[config.mk]
export PLATFORM = sky130hd
export DESIGN_NAME = symbol_sequence_tx
export DESIGN_NICKNAME = d
export VERILOG_FILES = /design/src/rtl/symbol_sequence_tx.sv
export SDC_FILE = /design/constraint.sdc
export NUM_CORES = 1
export LEC_CHECK = 0
export BUFFER_PORTS_ARGS = -buffer_cell sky130_fd_sc_hd__buf_2
export CAP_MARGIN = 10
export CORE_MARGIN = 3
export CORE_UTILIZATION = 53
export CTS_CLUSTER_SIZE = 12
export DETAILED_ROUTE_END_ITERATION = 8
export PLACE_DENSITY = 0.87
export REMOVE_ABC_BUFFERS = 1
export SLEW_MARGIN = 20
export SYNTH_ARGS = -nofsm -noshare
export SYNTH_HDL_FRONTEND = slang
export SYNTH_SLANG_ARGS = --single-unit
export TNS_END_PERCENT = 100
[constraint.sdc]
create_clock -name clk -period 2.14 [get_ports clk]
set_input_delay 0.214 -clock clk [delete_from_list [all_inputs] [get_ports clk]]
set_output_delay 0.214 -clock clk [all_outputs]
set_load 0.02 [all_outputs]
[src/rtl/symbol_sequence_tx.sv]
// symbol_sequence_tx
// Transmit side of the 7-bit character sequence link. Accepts 3-bit symbol
// requests over a valid/ready handshake and drives a character plus strobe
// to the sequence recogniser. Keeps a mirror of the recogniser state and
// refuses any symbol the recogniser would reject or ignore. Also sequences
// link restarts through rx_reset.
//
// Ports:
//   clk        clock, rising edge
//   reset      synchronous, active-high reset
//   sym_valid  symbol request valid
//   sym_id     symbol index 0..7
//   sym_ready  request can be accepted this cycle
//   restart    link restart request (pulse; held pending while busy)
//   tx_char    character to recogniser (held until reset/restart)
//   tx_strobe  character valid strobe, STROBE_LEN cycles per character
//   rx_reset   one-cycle recogniser reset pulse
//   err        one-cycle pulse per refused request
//   state      mirror state: 0..5 active, 8 ACC_A, 9 REJ, 10 ACC_B
//   done       mirror state is terminal
module symbol_sequence_tx #(
    parameter int unsigned STROBE_LEN = 1,
    parameter int unsigned GAP_LEN    = 2
) (
    input  logic       clk,
    input  logic       reset,
    input  logic       sym_valid,
    input  logic [2:0] sym_id,
    output logic       sym_ready,
    input  logic       restart,
    output logic [6:0] tx_char,
    output logic       tx_strobe,
    output logic       rx_reset,
    output logic       err,
    output logic [3:0] state,
    output logic       done
);

    localparam int unsigned MaxLen = (STROBE_LEN > GAP_LEN) ? STROBE_LEN : GAP_LEN;
    localparam int unsigned CntW   = $clog2(MaxLen + 1);

    // The IDLE cycle in which the next request is sampled counts as the last
    // gap cycle, so the GAP state itself lasts GAP_LEN-1 cycles.
    localparam logic [CntW-1:0] StrobeLast = CntW'(STROBE_LEN - 1);
    localparam logic [CntW-1:0] GapLast    = (GAP_LEN >= 2) ? CntW'(GAP_LEN - 2) : '0;

    typedef enum logic [1:0] {StIdle, StStrobe, StGap, StRestart} fsm_e;

    fsm_e            fsm_q, fsm_d;
    logic [CntW-1:0] cnt_q, cnt_d;
    logic [6:0]      char_q, char_d;
    logic [3:0]      mstate_q, mstate_d;
    logic            pend_q, pend_d;
    logic            err_q, err_d;

    logic       restart_eff;
    logic       legal;
    logic [6:0] sym_char;
    logic [3:0] sym_next;

    // Symbol table: character, legality in the current mirror state, next state.
    always_comb begin
        sym_char = 7'h00;
        sym_next = mstate_q;
        legal    = 1'b0;
        unique case (sym_id)
            3'd0: begin sym_char = 7'h58; sym_next = 4'd1;
                  legal = (mstate_q == 4'd0) || (mstate_q == 4'd2); end
            3'd1: begin sym_char = 7'h6B; sym_next = 4'd2;
                  legal = (mstate_q <= 4'd1) || (mstate_q == 4'd3); end
            3'd2: begin sym_char = 7'h4F; sym_next = 4'd3;
                  legal = (mstate_q == 4'd0) || (mstate_q == 4'd2) || (mstate_q == 4'd4); end
            3'd3: begin sym_char = 7'h28; sym_next = 4'd4;
                  legal = (mstate_q == 4'd0) || (mstate_q == 4'd3) || (mstate_q == 4'd5); end
            3'd4: begin sym_char = 7'h0C; sym_next = 4'd5;
                  legal = (mstate_q == 4'd0) || (mstate_q == 4'd4); end
            3'd5: begin sym_char = 7'h32; sym_next = 4'd8;
                  legal = (mstate_q >= 4'd1) && (mstate_q <= 4'd3); end
            3'd6: begin sym_char = 7'h16; sym_next = 4'd9;
                  legal = (mstate_q <= 4'd5); end
            3'd7: begin sym_char = 7'h23; sym_next = 4'd10;
                  legal = (mstate_q == 4'd4) || (mstate_q == 4'd5); end
            default: ;
        endcase
    end

    assign done        = (mstate_q == 4'd8) || (mstate_q == 4'd9) || (mstate_q == 4'd10);
    assign restart_eff = restart | pend_q;

    always_comb begin
        fsm_d    = fsm_q;
        cnt_d    = cnt_q;
        char_d   = char_q;
        mstate_d = mstate_q;
        pend_d   = pend_q;
        err_d    = 1'b0;
        unique case (fsm_q)
            StIdle: begin
                if (restart_eff) begin
                    // Restart wins over a coincident symbol request.
                    fsm_d    = StRestart;
                    pend_d   = 1'b0;
                    mstate_d = 4'd0;
                    char_d   = 7'h00;
                    cnt_d    = '0;
                end else if (sym_valid) begin
                    if (!done && legal) begin
                        fsm_d    = StStrobe;
                        cnt_d    = '0;
                        char_d   = sym_char;
                        mstate_d = sym_next;
                    end else begin
                        err_d = 1'b1;
                    end
                end
            end
            StStrobe: begin
                pend_d = pend_q | restart;
                err_d  = sym_valid & done;
                if (cnt_q == StrobeLast) begin
                    fsm_d = (GAP_LEN > 1) ? StGap : StIdle;
                    cnt_d = '0;
                end else begin
                    cnt_d = cnt_q + 1'b1;
                end
            end
            StGap: begin
                pend_d = pend_q | restart;
                err_d  = sym_valid & done;
                if (cnt_q == GapLast) begin
                    fsm_d = StIdle;
                    cnt_d = '0;
                end else begin
                    cnt_d = cnt_q + 1'b1;
                end
            end
            StRestart: begin
                pend_d = pend_q | restart;
                err_d  = sym_valid & done;
                fsm_d  = (GAP_LEN > 1) ? StGap : StIdle;
                cnt_d  = '0;
            end
            default: fsm_d = StIdle;
        endcase
    end

    always_ff @(posedge clk) begin
        if (reset) begin
            fsm_q    <= StIdle;
            cnt_q    <= '0;
            char_q   <= 7'h00;
            mstate_q <= 4'd0;
            pend_q   <= 1'b0;
            err_q    <= 1'b0;
        end else begin
            fsm_q    <= fsm_d;
            cnt_q    <= cnt_d;
            char_q   <= char_d;
            mstate_q <= mstate_d;
            pend_q   <= pend_d;
            err_q    <= err_d;
        end
    end

    assign sym_ready = (fsm_q == StIdle) && !done && !restart_eff;
    assign tx_char   = char_q;
    assign tx_strobe = (fsm_q == StStrobe);
    assign rx_reset  = (fsm_q == StRestart);
    assign err       = err_q;
    assign state     = mstate_q;

endmodule

==> Word level (Yosys, flattened, before mapping) <==
Index checks and enable logic that the tools add are counted.
{ "totals": {"register_bits": 17, "input_bits": 7} }
{ "op_classes": {"add_sub_neg": 1, "order_cmp": 4, "eq_ne": 22, "muxes": 26, "bitwise": 2, "reduce_logical": 26} }
{ "op_table": {"columns": ["operator", "n"], "rows": [
  ["$pmux W7 S8", 1],
  ["$pmux W4 S8", 1],
  ["$mux W7", 3],
  ["$mux W2", 9],
  ["$eq A3 B3 Y1 const B", 4],
  ["$eq A4 B4 Y1 const B", 3],
  ["$mux W4", 3],
  ["$logic_or A1 B1 Y1", 9],
  ["$eq A4 B2 Y1 const B", 2],
  ["$eq A4 B3 Y1 const B", 2],
  ["$pmux W1 S8", 1],
  ["$pmux W2 S4", 1],
  ["$eq A3 B2 Y1 const B", 2],
  ["$ne A3 B3 Y1 const B", 2],
  ["$pmux W2 S3", 1],
  ["$eq A2 B2 Y1 const B", 2],
  ["$ge A4 B1 Y1 const B", 1],
  ["$le A4 B1 Y1 const B", 1],
  ["$le A4 B2 Y1 const B", 1],
  ["$le A4 B3 Y1 const B", 1],
  ["$logic_and A1 B1 Y1", 4],
  ["$logic_not A2 Y1", 2],
  ["$logic_not A4 Y1", 1],
  ["$mux W1", 4],
  ["other kinds (16)", 20]
]} }

==> Logic depth before layout (Yosys ltp) <==
Gate-level depths: netlist of run 1.
{ "logic_depth": {"word_depth": 9, "ltp_mapped": 8} }

==> Worst setup path after synthesis of run 1 <==
No wires, ideal clock.
{ "synth_timing": {"path_type": "register -> register", "start": "register tx_char[0] (netlist name)", "end": "register fsm_q[0]", "setup_ns": 0.137, "t_arrival_ns": 1.970, "required_time_ns": 2.003, "setup_slack_ns": 0.033, "stages_incl_launch_ff": 8, "n_path_buf": 2, "synth_period_minus_slack_ns": 2.107, "cell_sequence": "dfxtp_1 clkbuf_1 a211oi_1 a21o_1 a211oi_4 buf_6 o31ai_2 a221oi_2"} }
{ "synth_rtl": {"columns": ["element", "line", "text"], "rows": [
  ["end signal, assigned", "149", "fsm_q <= StIdle;"],
  ["end signal, assigned", "156", "fsm_q <= fsm_d;"],
  ["end, declared", "49", "fsm_e fsm_q, fsm_d;"]
]} }

==> Final worst setup path of run 1 <==
{ "layout_timing": {"start": "register mstate_q[3], in the netlist state[3]", "end": "register char_q[4], in the netlist tx_char[4]"} }
{ "layout_between": {"elab_chain_len": 7} }
{ "layout_rtl": {"columns": ["element", "line", "text"], "rows": [
  ["start, declared", "52", "logic [3:0] mstate_q, mstate_d;"],
  ["start signal, assigned", "159", "mstate_q <= mstate_d;"],
  ["branches (longest 4 deep; another with $ge A4 B1 Y1)", null, null],
  ["$logic_and A1 B1 Y1 *", "107", "if (!done && legal) begin"],
  ["$reduce_bool A2 Y1 (no line) *", null, null],
  ["$reduce_and A3 Y1 (no line) *", null, null],
  ["end signal, assigned", "158", "char_q <= char_d;"],
  ["end, declared", "51", "logic [6:0] char_q, char_d;"]
]} }
Mark *: on every way between the ends.
A chain may end at the register's enable or synchronous reset.

==> summary.txt, run 1 <==
Status
  – Status: finished, final reports clean

Clock network
  – Cts bufs inserted: 3
  – CTS Buffer Depth: 2
  – Reg clk slew, reported paths: ~0.1 ns
  – Clock sinks: 16
  – Worst skew pair latency: roughly 0.28 ns
  – Number of buffers added for setup after CTS: 0
  – Clk root buf: clkbuf_4
  – H-tree levels: 1
  – CTS tree: yes

Timing
  – Worst Max-Slew Pin Slew: approximately 0.48 ns
  – Slew headroom: 0.681
  – Tmin final: 2.01 ns
  – RSZ-0062 raised after global routing: false
  – Setup ws final: about 0.13 ns
  – Final Hold Fails: 0
  – Final worst-path cycle share: 0.941
  – Skew final: ~0.0036 ns
  – Final setup viols: 0
  – Final Max Slew Viols: 0
  – Fmax: between 400 and 500 MHz

Yosys
  – Post-synthesis register bit count: 16
  – Syn. warnings: 0
  – Mean Syn Cell Area: a little under 9 um2
  – Gate Count Post-Synth: about 120
  – Sequential share of the synthesized area: 0.294
  – Area of the mapped netlist: 1090 um2
  – Synth Flop Type: dfxtp_1
  – Post-synth EDFFs: 0
  – Unique cell type count in the Yosys netlist: 44
  – Async S/R FF share, synth: 0

Setup path
  – Kind of critical path: reg2reg
  – Worst path required time: 2.32 ns
  – Reg-to-Reg End: tx_char[4]
  – Worst reg2reg startpoint: state[3]
  – Crit end category: flip-flop
  – Arrival @ worst endpoint: ~2.2 ns
  – Reg2Reg Setup Slack: 0.13 ns
  – Worst Path Max Fanout: 7
  – Reg2reg path depth: 6
  – CP startpoint kind: flip-flop

Power
  – Leakage power: 0.556 nW
  – Peak supply drop: 471 uV
  – Power Density: 673 nW/um2
  – Power Total: between 0.0008 and 0.0009 W

Routing
  – Routed Antenna Nets: 0
  – Remaining DRCs: 0
  – DR vias: 976
  – Drt first pass iters: 4
  – Initial DRC count: 24
  – Final WL: between 2 and 2.5 mm
  – Via density: between 5 and 6
  – Avg WL per Cell: between 10 and 15 um

Job
  – Max-Cap Viols: 0

Placement
  – Post-DP HPWL: between 1.5 and 2 mm
  – Gpl congestion: between 0.8 and 0.9
  – Setup WS pre-CTS: approximately 0.14 ns
  – PortBufs: 22
  – Placed Cells: about 170

Final layout
  – P&R area growth vs syn: 16.1%
  – Layout Nets: around 160
  – Post-Layout Cell Count: 172
  – Layout cell share with drive strength beyond 1: 0.293
  – Fillers: around 170
  – Antenna Cells: 0

Worst hold path
  – HP Start: reset
  – Hold Path Depth: 2
  – Worst Hold End: fsm_q[0]
  – Hold Path Class: in2reg

Die
  – Top-level I/O count: 23
  – Initial Util: 0.592
  – Die X: a little over 50 um
  – Chip Height: ~51 um
  – # rows: 15
  – Core box area: ~1800 um2
  – Die area: 2630 um2

GRT
  – Global route total overflow: 0
  – First-pass GRT wire length: between 3 and 4 mm
  – Largest net degree at the start of global routing: 17
  – Initial antenna violation count: 0
  – Number of global-route vias before repair: 920
  – Total GRT Usage: 0.193
==> where the power goes <==
group          total [W]  leakage (nW)  switching [W]  internal (W)
clock           0.000199        0.0210      0.0000956      0.000103
combinational   0.000316         0.405       0.000183      0.000133
sequential      0.000336         0.130      0.0000167      0.000319
==> cells in the final DEF (no fill, tap or decap), types with 4 or more instances in the layout <==
cell type / count
buf_2: 22
dfxtp_1: 16
inv_1: 8
buf_4: 7
nor2_1: 6
nor3_1: 6
a22o_1: 6
ha_1: 6
nand3b_1: 5
a21oi_1: 5
nand2_1: 4
nor2b_1: 4
or3_1: 4
==> flip-flops by register name (all words and copies together) (netlist names) <==
name,count
fsm_q,2
cnt_q,2
tx_char,7
state,3
pend_q,1
err,1
==> metrics by stage <==
| stage | hold slack, ns | setup TNS (ns) | area [um2] | utilization |
|---|---|---|---|---|
| 2_1_floorplan | 0.280 | -0.548 | 1020 | - |
| 5_1_grt | 0.292 | 0 | 1260 | 0.687 |
| 3_3_place_gp | 0.445 | 0 | 1220 | 0.665 |
| 3_5_place_dp | 0.445 | 0 | 1220 | 0.665 |
| 4_1_cts | 0.275 | 0 | 1260 | 0.685 |
| 6_report | 0.279 | 0 | 1260 | 0.687 |
==> synth_stat cells (all sizes together), types with 2 or more instances <==
cell | number | share of area
dfxtp | 16 | 0.29
buf | 8 | 0.051
inv | 8 | 0.028
a22o | 6 | 0.048
ha | 6 | 0.069
nor2 | 6 | 0.021
nor3 | 6 | 0.028
a21oi | 5 | 0.023
nand3b | 5 | 0.034
o21ai | 5 | 0.023
nand2 | 4 | 0.014
nor2b | 4 | 0.023
or3 | 4 | 0.023
a211oi | 3 | 0.037
a21o | 3 | 0.021
a31oi | 3 | 0.017
clkbuf | 3 | 0.010
xnor2 | 3 | 0.024
nand2b | 2 | 0.011
nand4 | 2 | 0.011
o211ai | 2 | 0.014
o2bb2ai | 2 | 0.016
o31ai | 2 | 0.018
o41ai | 2 | 0.016
==> layout make-up <==
class	count	area (um2)	share of cell area
clock buffers	4	36.3	0.0287
well taps	25	31.3	0.0248
flip-flops and latches	16	320	0.253
repair buffers	30	174	0.138
multi-input cells	88	668	0.529
inverters	9	33.8	0.0267
==> metal layers <==
metal / vias up / routed length [um] / GRT usage
li1: 496 / - / -
met4: 0 / 15 / 0.0524
met5: - / 0 / 0
met1: 445 / 1080 / 0.250
met2: 31 / 1150 / 0.324
met3: 4 / 113 / 0.0379
==> worst max-delay path: stages, from the launching register on <==
cell,delay (ns)
dfxtp_1,0.33
or3_1,0.41
a21o_1,0.18
a31o_4,0.26
a211oi_4,0.28
o22ai_2,0.19
a22o_1,0.27
==> kinds of logic after synthesis <==
logic type | count (synthesis) | synth area share
flops | 16 | 0.294
fa+ha+maj | 6 | 0.0690
simple gates | 37 | 0.193
xor+xnor | 4 | 0.0322
mux | 1 | 0.0103
buf+inv | 20 | 0.0919
compound gates | 40 | 0.309
==> how the worst max path moves through the flow <==
stage                       to  slack, ns  startpoint
finish              tx_char[4]       0.13    state[3]
global route          fsm_q[0]       0.03    state[3]
CTS                   fsm_q[0]       0.10    state[3]
detailed placement    fsm_q[0]       0.14   sym_id[2]
global placement      fsm_q[0]       0.17    state[3]
floorplan             state[2]      -0.09  tx_char[0]
==> repair_timing <==
| action | 4_1_cts | 5_1_grt |
|---|---|---|
| hold buffers | 0 | 0 |
| setup endpoints to repair | 0 | 1 |
| gates resized for setup | 0 | 1 |
(Power assumes the default switching activity.)
==> run 2: changes to the inputs <==
- clock period: 2.14 -> 2.11 ns (I/O delays scaled with it)
==> run 2 against run 1 <==
Compared with the run above: flip-flop and latch count did not move; via count rose by 2.9%; non-clock buffer count rose by 1; global-route usage rose by 0.44 points; register-to-register slack got worse by 0.06 ns; wire length rose by 5.0%; worst setup slack got worse by 0.055 ns; critical path type unchanged; highest routed layer unchanged.
==> summary.txt, run 2 (synthesis gave the netlist of run 1 again) <==
Status
  – Status: finished, final reports clean

Worst hold path
  – Hold Path Depth: 2
  – Hold Path Class: in2reg
  – HP Start: reset

Placement
  – PortBufs: 22
  – Post-DP Area: ~1200 um2
  – Post-DP HPWL: 1.87 mm
  – Gpl congestion: ~0.88

Power
  – Peak supply drop: around 370 uV
  – NetSw: between 0.0003 and 0.0004 W
  – Combinational Power Share: 0.374
  – Power Total: about 0.00087 W
  – Seq pwr share: 0.391
  – Internal power: roughly 0.00056 W
  – Leakage power: around 0.56 nW
  – Power Density: 686 nW/um2
  – Sw Share: 0.355
  – Clock share of power: 0.234

GRT
  – Global route total overflow: 0
  – First-pass GRT wire length: 3.99 mm
  – Top Usage Layer GRT: met2
  – GR Util met1: 0.224
  – Met2 Use GR: 0.356
  – Largest net degree at the start of global routing: 15
  – Total GRT Usage: 0.197
  – GRT met3 Usage: 0.0437
  – Initial antenna violation count: 0
  – Number of global-route vias before repair: between 900 and 1k

Clock network
  – Number of buffers added for setup after CTS: 0
  – CTS tree: yes
  – Worst skew pair latency: 0.29 ns
  – H-tree levels: 1
  – CTS resizes: 0
  – CTS Buffer Depth: 2
  – Reg clk slew, reported paths: 0.10 ns
  – Clock sinks: 16
  – Clk root buf: clkbuf_4
  – Cts bufs inserted: 3
  – Hold-fix buffers, CTS: 0

Setup path
  – Arrival @ worst endpoint: 2.23 ns
  – CP startpoint kind: flip-flop
  – Crit path largest cell delay: just over 0.4 ns
  – Slowest library cell on the worst path: or3_1
  – Critical path destination: state[2]
  – Reg2Reg Setup Slack: approximately 0.07 ns
  – Reg-to-Reg End: state[2]
  – Worst reg2reg startpoint: state[3]
  – Crit end category: flip-flop
  – CP Launch Point: state[3]
  – Worst path required time: around 2.3 ns
  – Worst Path Max Fanout: 7
  – Worst path cell trace: or3_1 > a21o_1 > a31o_4 > a211oi_4 > o22ai_2 > a22o_1
  – Kind of critical path: reg2reg
  – Reg2reg path depth: 6

Routing
  – Via density: ~5.8
  – Avg WL per Cell: about 14 um
  – Remaining DRCs: 0
  – Drt first pass iters: 4
  – Final WL: around 2.5 mm
  – Routed Antenna Nets: 0
  – Initial DRC count: 18
  – DR vias: between 1k and 1.5k

Final layout
  – Layout cell share with drive strength beyond 1: 0.297
  – Layout Nets: approximately 160
  – Most common cell after layout, fill and taps aside: buf_2
  – Max FFs per register: 7
  – P&R area growth vs syn: 16.8%
  – Fillers: between 150 and 200
  – Most frequent cells in the layout: buf_2 (22), dfxtp_1 (16), inv_1 (8), buf_4 (8)
  – Final instance area: 1270 um2
  – Antenna Cells: 0
  – Final Util: 0.691

Timing
  – Setup tns final: 0 ns
  – Final Max Slew Viols: 0
  – Tmin final: 2.04 ns
  – Slew headroom: 0.764
  – Final Hold Fails: 0
  – Fmax: around 490 MHz
  – Skew final: approximately 0.0041 ns
  – Final setup viols: 0
  – RSZ-0062 raised after global routing: false
  – Final worst-path cycle share: 0.966
  – Worst Max-Slew Pin Slew: around 0.35 ns

Die
  – # rows: 15
  – Initial Util: 0.592
  – Die X: approximately 51 um
  – Core box area: about 1800 um2
  – Top-level I/O count: 23
  – Chip Height: about 51 um
  – Die area: 2630 um2

Job
  – Max-Cap Viols: 0
## run 2: critical path, delay by kind of cell (launching register included)
family / cells / cell delay [ns]
simple gates: 1 / 0.41
flops: 1 / 0.33
compound gates: 5 / 1.19
## run 2: worst min path at each step
stage	to	slack, ns
floorplan	fsm_q[0]	0.28
global placement	tx_char[2]	0.44
detailed placement	tx_char[2]	0.47
CTS	fsm_q[0]	0.26
global route	fsm_q[0]	0.28
finish	fsm_q[0]	0.27
## run 2: power by group through the flow
stage | Clock [W] | Sequential (W) | Combinational (W)
6_report | 0.000204 | 0.000341 | 0.000326
5_1_grt | 0.000216 | 0.000344 | 0.000358
4_1_cts | 0.000209 | 0.000341 | 0.000323
3_5_place_dp | 0 | 0.000348 | 0.000322
3_3_place_gp | 0 | 0.000346 | 0.000307
2_1_floorplan | 0 | 0.000361 | 0.000203
## run 2: routing by layer
| metal | part of all wire | routed length, um |
|---|---|---|
| met1 | 0.43 | 1070 |
| met2 | 0.51 | 1250 |
| met3 | 0.054 | 132 |
| met4 | 0.0053 | 13 |
| met5 | 0 | 0 |
## run 2: stage by stage
stage / cells / hold slack, ns / setup slack, ns
finish: 173 / 0.266 / 0.0715
global route: 173 / 0.283 / 0.0157
CTS: 173 / 0.259 / 0.0599
detailed placement: 169 / 0.469 / 0.0979
global placement: 169 / 0.443 / 0.138
floorplan: 113 / 0.277 / -0.121
## run 2: final cells by class
| cell class | instances | area, um2 | share of cell area |
|---|---|---|---|
| Timing Repair Buffer | 31 | 181 | 0.143 |
| Clock buffer | 4 | 36.3 | 0.0285 |
| Tap cell | 25 | 31.3 | 0.0246 |
| Multi-Input combinational cell | 88 | 668 | 0.526 |
| Inverter | 9 | 33.8 | 0.0266 |
| Sequential cell | 16 | 320 | 0.252 |
